File: src/rtl/approx_mul_pkg.sv
// Shared definitions for the approximate multiplier: mode encodings,
// error-accumulator width and the truncated-product reference function.
package approx_mul_pkg;

  localparam logic MODE_EXACT  = 1'b0;
  localparam logic MODE_APPROX = 1'b1;

  localparam int ERR_W = 32;

  // Sum of all partial products x[i]&y[j] whose column i+j is >= trunc.
  // trunc = 0 gives the exact product. Operands up to 32 bits.
  function automatic logic [63:0] trunc_prod(input logic [31:0] a,
                                             input logic [31:0] b,
                                             input int          trunc);
    logic [63:0] t;
    t = '0;
    for (int i = 0; i < 32; i++) begin
      for (int j = 0; j < 32; j++) begin
        if ((i + j) >= trunc) t = t + (64'(a[i] & b[j]) << (i + j));
      end
    end
    return t;
  endfunction

endpackage

File: src/rtl/approx_mul_core.sv
// Combinational partial-product column generation. Each output column
// holds the count of set partial products of that weight; in approximate
// mode the low TRUNC columns are forced empty.
module approx_mul_core
  import approx_mul_pkg::*;
#(
  parameter int WIDTH = 8,
  parameter int TRUNC = 6,
  parameter int CW    = 4
) (
  input  logic [WIDTH-1:0]               x_i,
  input  logic [WIDTH-1:0]               y_i,
  input  logic                           mode_i,
  output logic [2*WIDTH-2:0][CW-1:0]     cols_o,
  output logic                           zero_o
);

  // Column popcounts of the AND array, with low columns masked when approximating
  always_comb begin
    cols_o = '0;
    for (int i = 0; i < WIDTH; i++) begin
      for (int j = 0; j < WIDTH; j++) begin
        if (mode_i == MODE_EXACT || (i + j) >= TRUNC)
          cols_o[i+j] = cols_o[i+j] + CW'(x_i[i] & y_i[j]);
      end
    end
  end

  // Either operand zero forces a zero result, overriding the bias
  assign zero_o = (x_i == '0) || (y_i == '0);

endmodule

File: src/rtl/approx_mul_pipe.sv
// Pipelined exact/approximate unsigned multiplier with valid/ready on both
// sides. Stage 1 registers the column sums, the last stage registers z;
// a stall freezes the whole pipe. Optional error statistics are built
// when APPROX_MUL_ERR_STAT_EN is defined.
module approx_mul_pipe
  import approx_mul_pkg::*;
#(
  parameter int WIDTH  = 8,
  parameter int TRUNC  = 6,
  parameter int BIAS   = 32,
  parameter int STAGES = 2
) (
  input  logic               clk,
  input  logic               rst_n,
  input  logic               in_valid,
  output logic               in_ready,
  input  logic [WIDTH-1:0]   x,
  input  logic [WIDTH-1:0]   y,
  input  logic               mode,
  output logic               out_valid,
  input  logic               out_ready,
  output logic [2*WIDTH-1:0] z
`ifdef APPROX_MUL_ERR_STAT_EN
  ,
  input  logic               err_clr,
  output logic [ERR_W-1:0]   err_acc
`endif
);

  localparam int ZW   = 2 * WIDTH;
  localparam int NCOL = 2 * WIDTH - 1;
  localparam int CW   = $clog2(WIDTH + 1);

  logic                       en;
  logic [STAGES:1]            vld_pipe_q;
  logic [STAGES:0]            vld_sh;

  logic [NCOL-1:0][CW-1:0]    core_cols;
  logic                       core_zero;

  // Inputs to the final (z) register, from the core or the last column stage
  logic [NCOL-1:0][CW-1:0]    fin_cols;
  logic                       fin_mode;
  logic                       fin_zero;
  logic                       fin_vld;

  logic [ZW-1:0]              t_sum;
  logic [ZW-1:0]              z_d;
  logic [ZW-1:0]              z_q;

`ifdef APPROX_MUL_ERR_STAT_EN
  logic [ZW-1:0]              ex_in;
  logic [ZW-1:0]              fin_ex;
  logic [ZW-1:0]              ex_o_q;
  logic                       mode_o_q;
`endif

  assign out_valid = vld_pipe_q[STAGES];
  assign en        = !out_valid || out_ready;
  assign in_ready  = en;
  assign z         = z_q;

  approx_mul_core #(
    .WIDTH (WIDTH),
    .TRUNC (TRUNC),
    .CW    (CW)
  ) u_core (
    .x_i    (x),
    .y_i    (y),
    .mode_i (mode),
    .cols_o (core_cols),
    .zero_o (core_zero)
  );

`ifdef APPROX_MUL_ERR_STAT_EN
  assign ex_in = ZW'(trunc_prod(32'(x), 32'(y), 0));
`endif

  // Valid bits shift as one word whenever the pipe advances
  assign vld_sh = {vld_pipe_q, in_valid};

  always_ff @(posedge clk or negedge rst_n) begin
    if (!rst_n)  vld_pipe_q <= '0;
    else if (en) vld_pipe_q <= vld_sh[STAGES-1:0];
  end

  if (STAGES == 1) begin : g_one
    assign fin_cols = core_cols;
    assign fin_mode = mode;
    assign fin_zero = core_zero;
    assign fin_vld  = in_valid;
`ifdef APPROX_MUL_ERR_STAT_EN
    assign fin_ex   = ex_in;
`endif
  end else begin : g_multi
    logic [NCOL-1:0][CW-1:0] cols_q [1:STAGES-1];
    logic                    mode_q [1:STAGES-1];
    logic                    zero_q [1:STAGES-1];
`ifdef APPROX_MUL_ERR_STAT_EN
    logic [ZW-1:0]           ex_q   [1:STAGES-1];
`endif

    // Column-sum stages: stage 1 captures the core, later stages delay it
    always_ff @(posedge clk or negedge rst_n) begin
      if (!rst_n) begin
        for (int s = 1; s < STAGES; s++) begin
          cols_q[s] <= '0;
          mode_q[s] <= MODE_EXACT;
          zero_q[s] <= 1'b0;
`ifdef APPROX_MUL_ERR_STAT_EN
          ex_q[s]   <= '0;
`endif
        end
      end else if (en) begin
        if (in_valid) begin
          cols_q[1] <= core_cols;
          mode_q[1] <= mode;
          zero_q[1] <= core_zero;
`ifdef APPROX_MUL_ERR_STAT_EN
          ex_q[1]   <= ex_in;
`endif
        end
        for (int s = 2; s < STAGES; s++) begin
          if (vld_pipe_q[s-1]) begin
            cols_q[s] <= cols_q[s-1];
            mode_q[s] <= mode_q[s-1];
            zero_q[s] <= zero_q[s-1];
`ifdef APPROX_MUL_ERR_STAT_EN
            ex_q[s]   <= ex_q[s-1];
`endif
          end
        end
      end
    end

    assign fin_cols = cols_q[STAGES-1];
    assign fin_mode = mode_q[STAGES-1];
    assign fin_zero = zero_q[STAGES-1];
    assign fin_vld  = vld_pipe_q[STAGES-1];
`ifdef APPROX_MUL_ERR_STAT_EN
    assign fin_ex   = ex_q[STAGES-1];
`endif
  end

  // Weighted column reduction, then bias unless an operand was zero
  always_comb begin
    t_sum = '0;
    for (int k = 0; k < NCOL; k++) t_sum = t_sum + (ZW'(fin_cols[k]) << k);
    z_d = t_sum;
    if (fin_mode == MODE_APPROX && !fin_zero) z_d = t_sum + ZW'(BIAS);
  end

  // Result register; holds the last result across bubbles
  always_ff @(posedge clk or negedge rst_n) begin
    if (!rst_n)             z_q <= '0;
    else if (en && fin_vld) z_q <= z_d;
  end

`ifdef APPROX_MUL_ERR_STAT_EN
  localparam int SW = ((ZW > ERR_W) ? ZW : ERR_W) + 1;

  logic [ERR_W-1:0] err_acc_q;
  logic [ERR_W-1:0] err_acc_d;
  logic [ZW-1:0]    diff;
  logic [SW-1:0]    sum;

  // Exact product and mode travel alongside z for the error statistic
  always_ff @(posedge clk or negedge rst_n) begin
    if (!rst_n) begin
      ex_o_q   <= '0;
      mode_o_q <= MODE_EXACT;
    end else if (en && fin_vld) begin
      ex_o_q   <= fin_ex;
      mode_o_q <= fin_mode;
    end
  end

  // Saturating |exact - z| accumulation on approximate output transfers
  always_comb begin
    diff      = (ex_o_q >= z_q) ? (ex_o_q - z_q) : (z_q - ex_o_q);
    sum       = SW'(err_acc_q) + SW'(diff);
    err_acc_d = err_acc_q;
    if (err_clr)
      err_acc_d = '0;
    else if (out_valid && out_ready && mode_o_q == MODE_APPROX)
      err_acc_d = (sum > SW'({ERR_W{1'b1}})) ? {ERR_W{1'b1}} : sum[ERR_W-1:0];
  end

  // Accumulator register
  always_ff @(posedge clk or negedge rst_n) begin
    if (!rst_n) err_acc_q <= '0;
    else        err_acc_q <= err_acc_d;
  end

  assign err_acc = err_acc_q;
`endif

endmodule

File: config.mk
export PLATFORM = sky130hd
export DESIGN_NAME = approx_mul_pipe
export DESIGN_NICKNAME = d
export VERILOG_FILES = /design/src/rtl/approx_mul_pkg.sv /design/src/rtl/approx_mul_core.sv /design/src/rtl/approx_mul_pipe.sv
export SDC_FILE = /design/constraint.sdc
export NUM_CORES = 1
export LEC_CHECK = 0
export BUFFER_PORTS_ARGS = -buffer_cell sky130_fd_sc_hd__buf_4
export CAP_MARGIN = 5
export CORE_MARGIN = 3
export CORE_UTILIZATION = 35
export CTS_CLUSTER_DIAMETER = 60
export DETAILED_ROUTE_END_ITERATION = 12
export PLACE_DENSITY_LB_ADDON = 0.08
export SKIP_CTS_REPAIR_TIMING = 1
export SYNTH_ARGS = -nofsm -noshare
export SYNTH_HDL_FRONTEND = slang
export SYNTH_SLANG_ARGS = --single-unit
File: constraint.sdc
create_clock -name clk -period 4.35 [get_ports clk]
set_input_delay 0.87 -clock clk [delete_from_list [all_inputs] [get_ports clk]]
set_output_delay 0.87 -clock clk [all_outputs]
set_load 0.02 [all_outputs]
# After elaboration in Yosys (flattened, before gate mapping)
# Index checks and enable logic that the tools add are counted.
op_classes:
  add_sub_neg: 64
  multipliers: 0
  div: 0
  magnitude_cmp: 0
  eq_ne: 0
  n_shift: 0
  mux: 22
  bitwise: 64
  reduce_logical: 9
op_table:
  columns: ["operator", "n"]
  rows:
  - ["4-bit adder", 48]
  - ["4-bit 2-to-1 mux", 19]
  - ["1-bit AND", 64]
  - ["16-bit adder", 2]
  - ["15-bit by 15-bit adder with 16-bit output", 1]
  - ["16-bit by 15-bit adder with 16-bit output", 1]
  - ["16-bit by 6-bit adder with 16-bit output (second input constant)", 1]
  - ["8-bit logical NOT", 2]
  - ["16-bit 2-to-1 mux", 1]
  - ["14-bit by 14-bit adder with 15-bit output", 1]
  - ["13-bit by 13-bit adder with 14-bit output", 1]
  - ["12-bit by 12-bit adder with 13-bit output", 1]
  - ["11-bit by 11-bit adder with 12-bit output", 1]
  - ["10-bit by 10-bit adder with 11-bit output", 1]
  - ["9-bit by 9-bit adder with 10-bit output", 1]
  - ["8-bit by 8-bit adder with 9-bit output", 1]
  - ["7-bit by 7-bit adder with 8-bit output", 1]
  - ["6-bit by 6-bit adder with 7-bit output", 1]
  - ["4-bit by 5-bit adder with 6-bit output", 1]
  - ["1-bit by 1-bit adder with 2-bit output", 1]
  - ["1-bit logical AND", 2]
  - ["1-bit logical NOT", 2]
  - ["1-bit logical OR", 2]
  - ["1-bit 2-to-1 mux", 2]
  - ["2-bit AND reduction", 1]
word_totals:
  ff_bits: 76
  latchBits: 0
  ramBits: 0
  romBits: 0
  inputBits: 21
  output_inout_bits: 18
  memories: 0

# Longest topological paths before layout
depth:
  depth_word: 16
  ltp_mapped: 16
  ltp_nobuf: 15

# Cells and area by module
# From an unflattened synthesis, not the netlist that was laid out.
hier_totals:
  hier_cells: 600
  hier_area_um2: 6180.9
modules_own_cells:
  columns: ["module", "instances", "cells_each", "area_each_um2", "seq_area_each_um2"]
  rows:
  - ["approx_mul_pipe", 1, 371, 4388.0, 1926.8]
  - ["approx_mul_core", 1, 229, 1793.0, 0.0]

# Worst setup path before layout
# Ideal clock, no wire load.
synth_timing:
  path_kind: "input -> register"
  from: "in mode"
  to: "reg g_multi.cols_q, in the netlist fin_cols[23]"
  setup_ns: 0.083
  arrival_ns: 3.730
  path_slack_ns: 0.537
  stages: 16
  path_cell_list: "clkbuf_1 nor2b_1 and2_1 ha_1 nor2b_1 ha_1 ha_1 nor2b_1 ha_1 nor2b_1 ha_1 xor2_1 xnor2_1 and3b_1 xor2_1 o21ai_0"
synth_between:
  elab_chain_cells: 11
synth_lines:
  columns: ["element", "line_no", "rtl"]
  rows:
  - ["from (decl)", "approx_mul_pipe.sv:19", "input logic mode,"]
  - ["4-bit 2-to-1 mux", "approx_mul_core.sv:23", "if (mode_i == MODE_EXACT || (i + j) >= TRUNC)"]
  - ["4-bit adder", "approx_mul_core.sv:24", "cols_o[i+j] = cols_o[i+j] + CW'(x_i[i] & y_i[j]);"]
  - ["4-bit 2-to-1 mux", "approx_mul_core.sv:23", null]
  - ["4-bit adder", "approx_mul_core.sv:24", null]
  - ["4-bit 2-to-1 mux", "approx_mul_core.sv:23", null]
  - ["4-bit adder", "approx_mul_core.sv:24", null]
  - ["4-bit 2-to-1 mux", "approx_mul_core.sv:23", null]
  - ["4-bit adder", "approx_mul_core.sv:24", null]
  - ["4-bit 2-to-1 mux", "approx_mul_core.sv:23", null]
  - ["4-bit adder", "approx_mul_core.sv:24", null]
  - ["4-bit 2-to-1 mux (*)", "approx_mul_core.sv:23", null]
  - ["to (signal, indexed assignment)", "approx_mul_pipe.sv:125", "cols_q[s] <= cols_q[s-1];"]
  - ["to (decl)", "approx_mul_pipe.sv:96", "logic [NCOL-1:0][CW-1:0] cols_q [1:STAGES-1];"]
# Every way passes the cells marked *; elsewhere a longest branch is shown, timed or not.
# A chain may end at the register's enable or synchronous reset.

# Final worst setup path
layout_timing:
  from: "reg g_multi.cols_q, in the netlist fin_cols[10]"
  to: "reg z_q[15] (netlist: z[15])"
layout_between:
  elab_chain_cells: 15
layout_lines:
  columns: ["element", "line_no", "rtl"]
  rows:
  - ["6-bit by 6-bit adder with 7-bit output (*)", "approx_mul_pipe.sv:148", "for (int k = 0; k < NCOL; k++) t_sum = t_sum + (ZW'(fin_cols[k]) << k);"]
  - ["7-bit by 7-bit adder with 8-bit output (*)", "approx_mul_pipe.sv:148", null]
  - ["8-bit by 8-bit adder with 9-bit output (*)", "approx_mul_pipe.sv:148", null]
  - ["9-bit by 9-bit adder with 10-bit output (*)", "approx_mul_pipe.sv:148", null]
  - ["10-bit by 10-bit adder with 11-bit output (*)", "approx_mul_pipe.sv:148", null]
  - ["11-bit by 11-bit adder with 12-bit output (*)", "approx_mul_pipe.sv:148", null]
  - ["12-bit by 12-bit adder with 13-bit output (*)", "approx_mul_pipe.sv:148", null]
  - ["13-bit by 13-bit adder with 14-bit output (*)", "approx_mul_pipe.sv:148", null]
  - ["14-bit by 14-bit adder with 15-bit output (*)", "approx_mul_pipe.sv:148", null]
  - ["15-bit by 15-bit adder with 16-bit output (*)", "approx_mul_pipe.sv:148", null]
  - ["16-bit adder (*) (2 in a row)", "approx_mul_pipe.sv:148", null]
  - ["16-bit by 15-bit adder with 16-bit output (*)", "approx_mul_pipe.sv:148", null]
  - ["16-bit by 6-bit adder with 16-bit output", "approx_mul_pipe.sv:150", "if (fin_mode == MODE_APPROX && !fin_zero) z_d = t_sum + ZW'(BIAS);"]
  - ["16-bit 2-to-1 mux (*)", "approx_mul_pipe.sv:150", null]
  - ["to (signal assigned)", "approx_mul_pipe.sv:156", "else if (en && fin_vld) z_q <= z_d;"]
  - ["to (decl)", "approx_mul_pipe.sv:49", "logic [ZW-1:0] z_q;"]
# Marks and branches as above.

==> metrics.txt <==
outcome=finished, final reports clean; max-capacitance violation count=0; TritonCTS clock tree=built; Fillers=1515; Netlist cell types=54; Post-Syn Area=5298 um2; Routed WL per cell=13.64 um; Seq/Total Area, Yosys=29.29%; iteration count of the initial detailed-routing pass=4; crit path max fanout=4; top cells by count, synth=inv_1 (73), dfrtp_1 (62), nand2_1 (61), ha_1 (54), and2_1 (44); post-detail-place hpwl=8379 um; most common cell in the synthesized netlist=inv_1; Hold Crit Class=reg2reg; HP Start=z[7]; syn nets=666; Internal=1.855 mW; RSZ-0062 raised after global routing=no; first-pass GRT wire length=18550 um; Via density=4.704; CTS sink cnt=62; Tot GR Track Use=13.77%; CTS Buf Count=9; crit path from=fin_cols[10]; Final Instance Area=6055 um2; PwrDens=513.2 nW/um2; Max Slew Vio Count=0; Psw=1.253 mW; top post-synthesis cells by area=dfrtp_1 (29%), fa_1 (13%), ha_1 (13%); Adder-Cell Fraction of Synth Area=25.98%; Post-synth EDFFs=0; DP Worst Slack=0.2529 ns; site row count=44; placed insts=763; Hold Slack=0.4711 ns; leakage=2.975 nW; Antenna Cells=0; H-Tree Depth=3; total power=3.107 mW; Area after DPL=5764 um2; Worst Setup End Kind=flop; Layout Skew=0.01176 ns; Iter 0 DRT Violations=154; area leader, netlist=dfrtp_1; Setup violations, final=0; worst setup slack after layout=0.5424 ns; mux share of post-synthesis cell area=5.905%; Clock Latency Late Sink=0.33 ns; Crit Reg-Reg Startpoint=fin_cols[10]; fraction of layout cells with a size suffix above 1=15.32%; height of the chip=129.0 um; WP data required=4.60 ns; Hold Vio Cnt, Final=0; Async SR Flop Fraction=100.0%; CTS max path bufs=2; total negative setup slack=0 ns; multi-input combinational cell area=3408 um2; Synth Register Bits=62; via count=3660; Synth Area in Simple Gates=18.66%; GR Overflow Total=0; gpl congestion=0.7809; crit path time final=3.808 ns; fin cells=778; VDD IR-drop max=0.2168 mV; vias in the first global route=3778; initial antenna violation count=0; Cells after Synth=556; Yosys top cell area share=29.29%; area delta synth->final=14.29%; largest family of logic cells by synthesized area=adder cells; Gate power share=52.5%; Routed WL=10620 um; Synth Area in XOR/XNOR=4.417%; CP Launch Type=flop; Seq pwr share=24.9%; largest net degree at the start of global routing=63; Register Area=1551 um2; width of the die=129.0 um; Port Buffers=38; FMAX=0.2626 GHz; CORE AREA=14640 um2; Residual DRC=0; Slew HR=44.11%; Top FF cell, synth=dfrtp_1; IO Pins=39; Root Driver=clkbuf_16; nets=700; initial core utilization=36.18%; critical path type=reg2reg; switching share of power=40.32%; Synth Area in Compound Gates=9.329%; Clock Power Share=22.6%; Tcrit/Tclk final=87.53%; CP Data Arrival Time=4.05 ns; Reg clk slew, reported paths=0.06 ns; Tightest Pin Transition=0.8354 ns; fin util=41.34%; antenna-violating nets left=0; syn avg cell area=9.528 um2; Ys Warns=0; Die ar.=16650 um2
-- cells in the final DEF, fill, tap and decap left out, types with 3 or more instances in the layout --
cell / instances
inv_1: 73
dfrtp_1: 62
o21ai_0: 35
a211oi_1: 3
nand2_1: 60
clkbuf_16: 9
ha_1: 54
a22o_1: 3
nor3_1: 4
fa_1: 35
mux2_2: 26
nand2b_1: 15
nor2b_1: 23
a21oi_1: 14
xnor2_1: 16
nand3_1: 10
xor2_1: 8
nor2_1: 12
and2_1: 44
buf_4: 40
-- power groups by stage --
| stage | registers [mW] | clock network, mW | logic, mW |
|---|---|---|---|
| global route | 0.795 | 0.747 | 1.87 |
| global placement | 0.781 | 0 | 1.63 |
| CTS | 0.777 | 0.724 | 1.65 |
| finish | 0.774 | 0.703 | 1.63 |
| detailed placement | 0.788 | 0 | 1.64 |
| floorplan | 0.847 | 0 | 1.19 |
-- metal layers --
metal | track usage [%] | wire length [um]
met5 | 0 | 0
met4 | 3.891 | 122
met3 | 2.061 | 358
met2 | 20.55 | 4343
met1 | 20.76 | 5791
-- cell type report --
class | count | area share, %
Sequential cell | 62 | 25.63
Tap cell | 184 | 3.802
Clock inverter | 4 | 0.7853
Clock buffer | 11 | 4.009
Inverter | 73 | 4.526
Timing Repair Buffer | 40 | 4.960
Multi-Input combinational cell | 404 | 56.29
-- cells by family after synthesis --
logic type | count (synthesis)
buf+inv | 90
compound gates | 77
mux | 28
simple gates | 185
flops | 62
fa+ha+maj | 89
xor+xnor | 25
-- flip-flops by register name, indices dropped and copies added, names as in the netlist --
register and cells:
fin_zero 1, vld_pipe_q 2, fin_cols 42, fin_mode 1, z 16
-- worst paths after layout --
check                           end  slack, ns  depth (start not counted)
max in group asynchronous  fin_mode       3.21                          1
setup / recovery              z[15]       0.54                         13
setup reg to reg              z[15]       0.54                         13
hold / removal                 z[7]       0.47                          2
min in group asynchronous     z[13]       0.62                          1
hold reg to reg                z[7]       0.47                          2
-- worst max-delay path: stages, from the launching register on --
cell       delay (ns)
dfrtp_1          0.39
fa_1             0.48
ha_1             0.29
ha_1             0.20
inv_1            0.07
fa_1             0.42
nand2b_1         0.19
a21oi_1          0.31
xnor2_1          0.21
a311o_1          0.27
nand3_2          0.14
a2111oi_4        0.35
xor3_1           0.28
o21ai_1          0.12
Note: power is estimated with default switching activity, not from simulation.
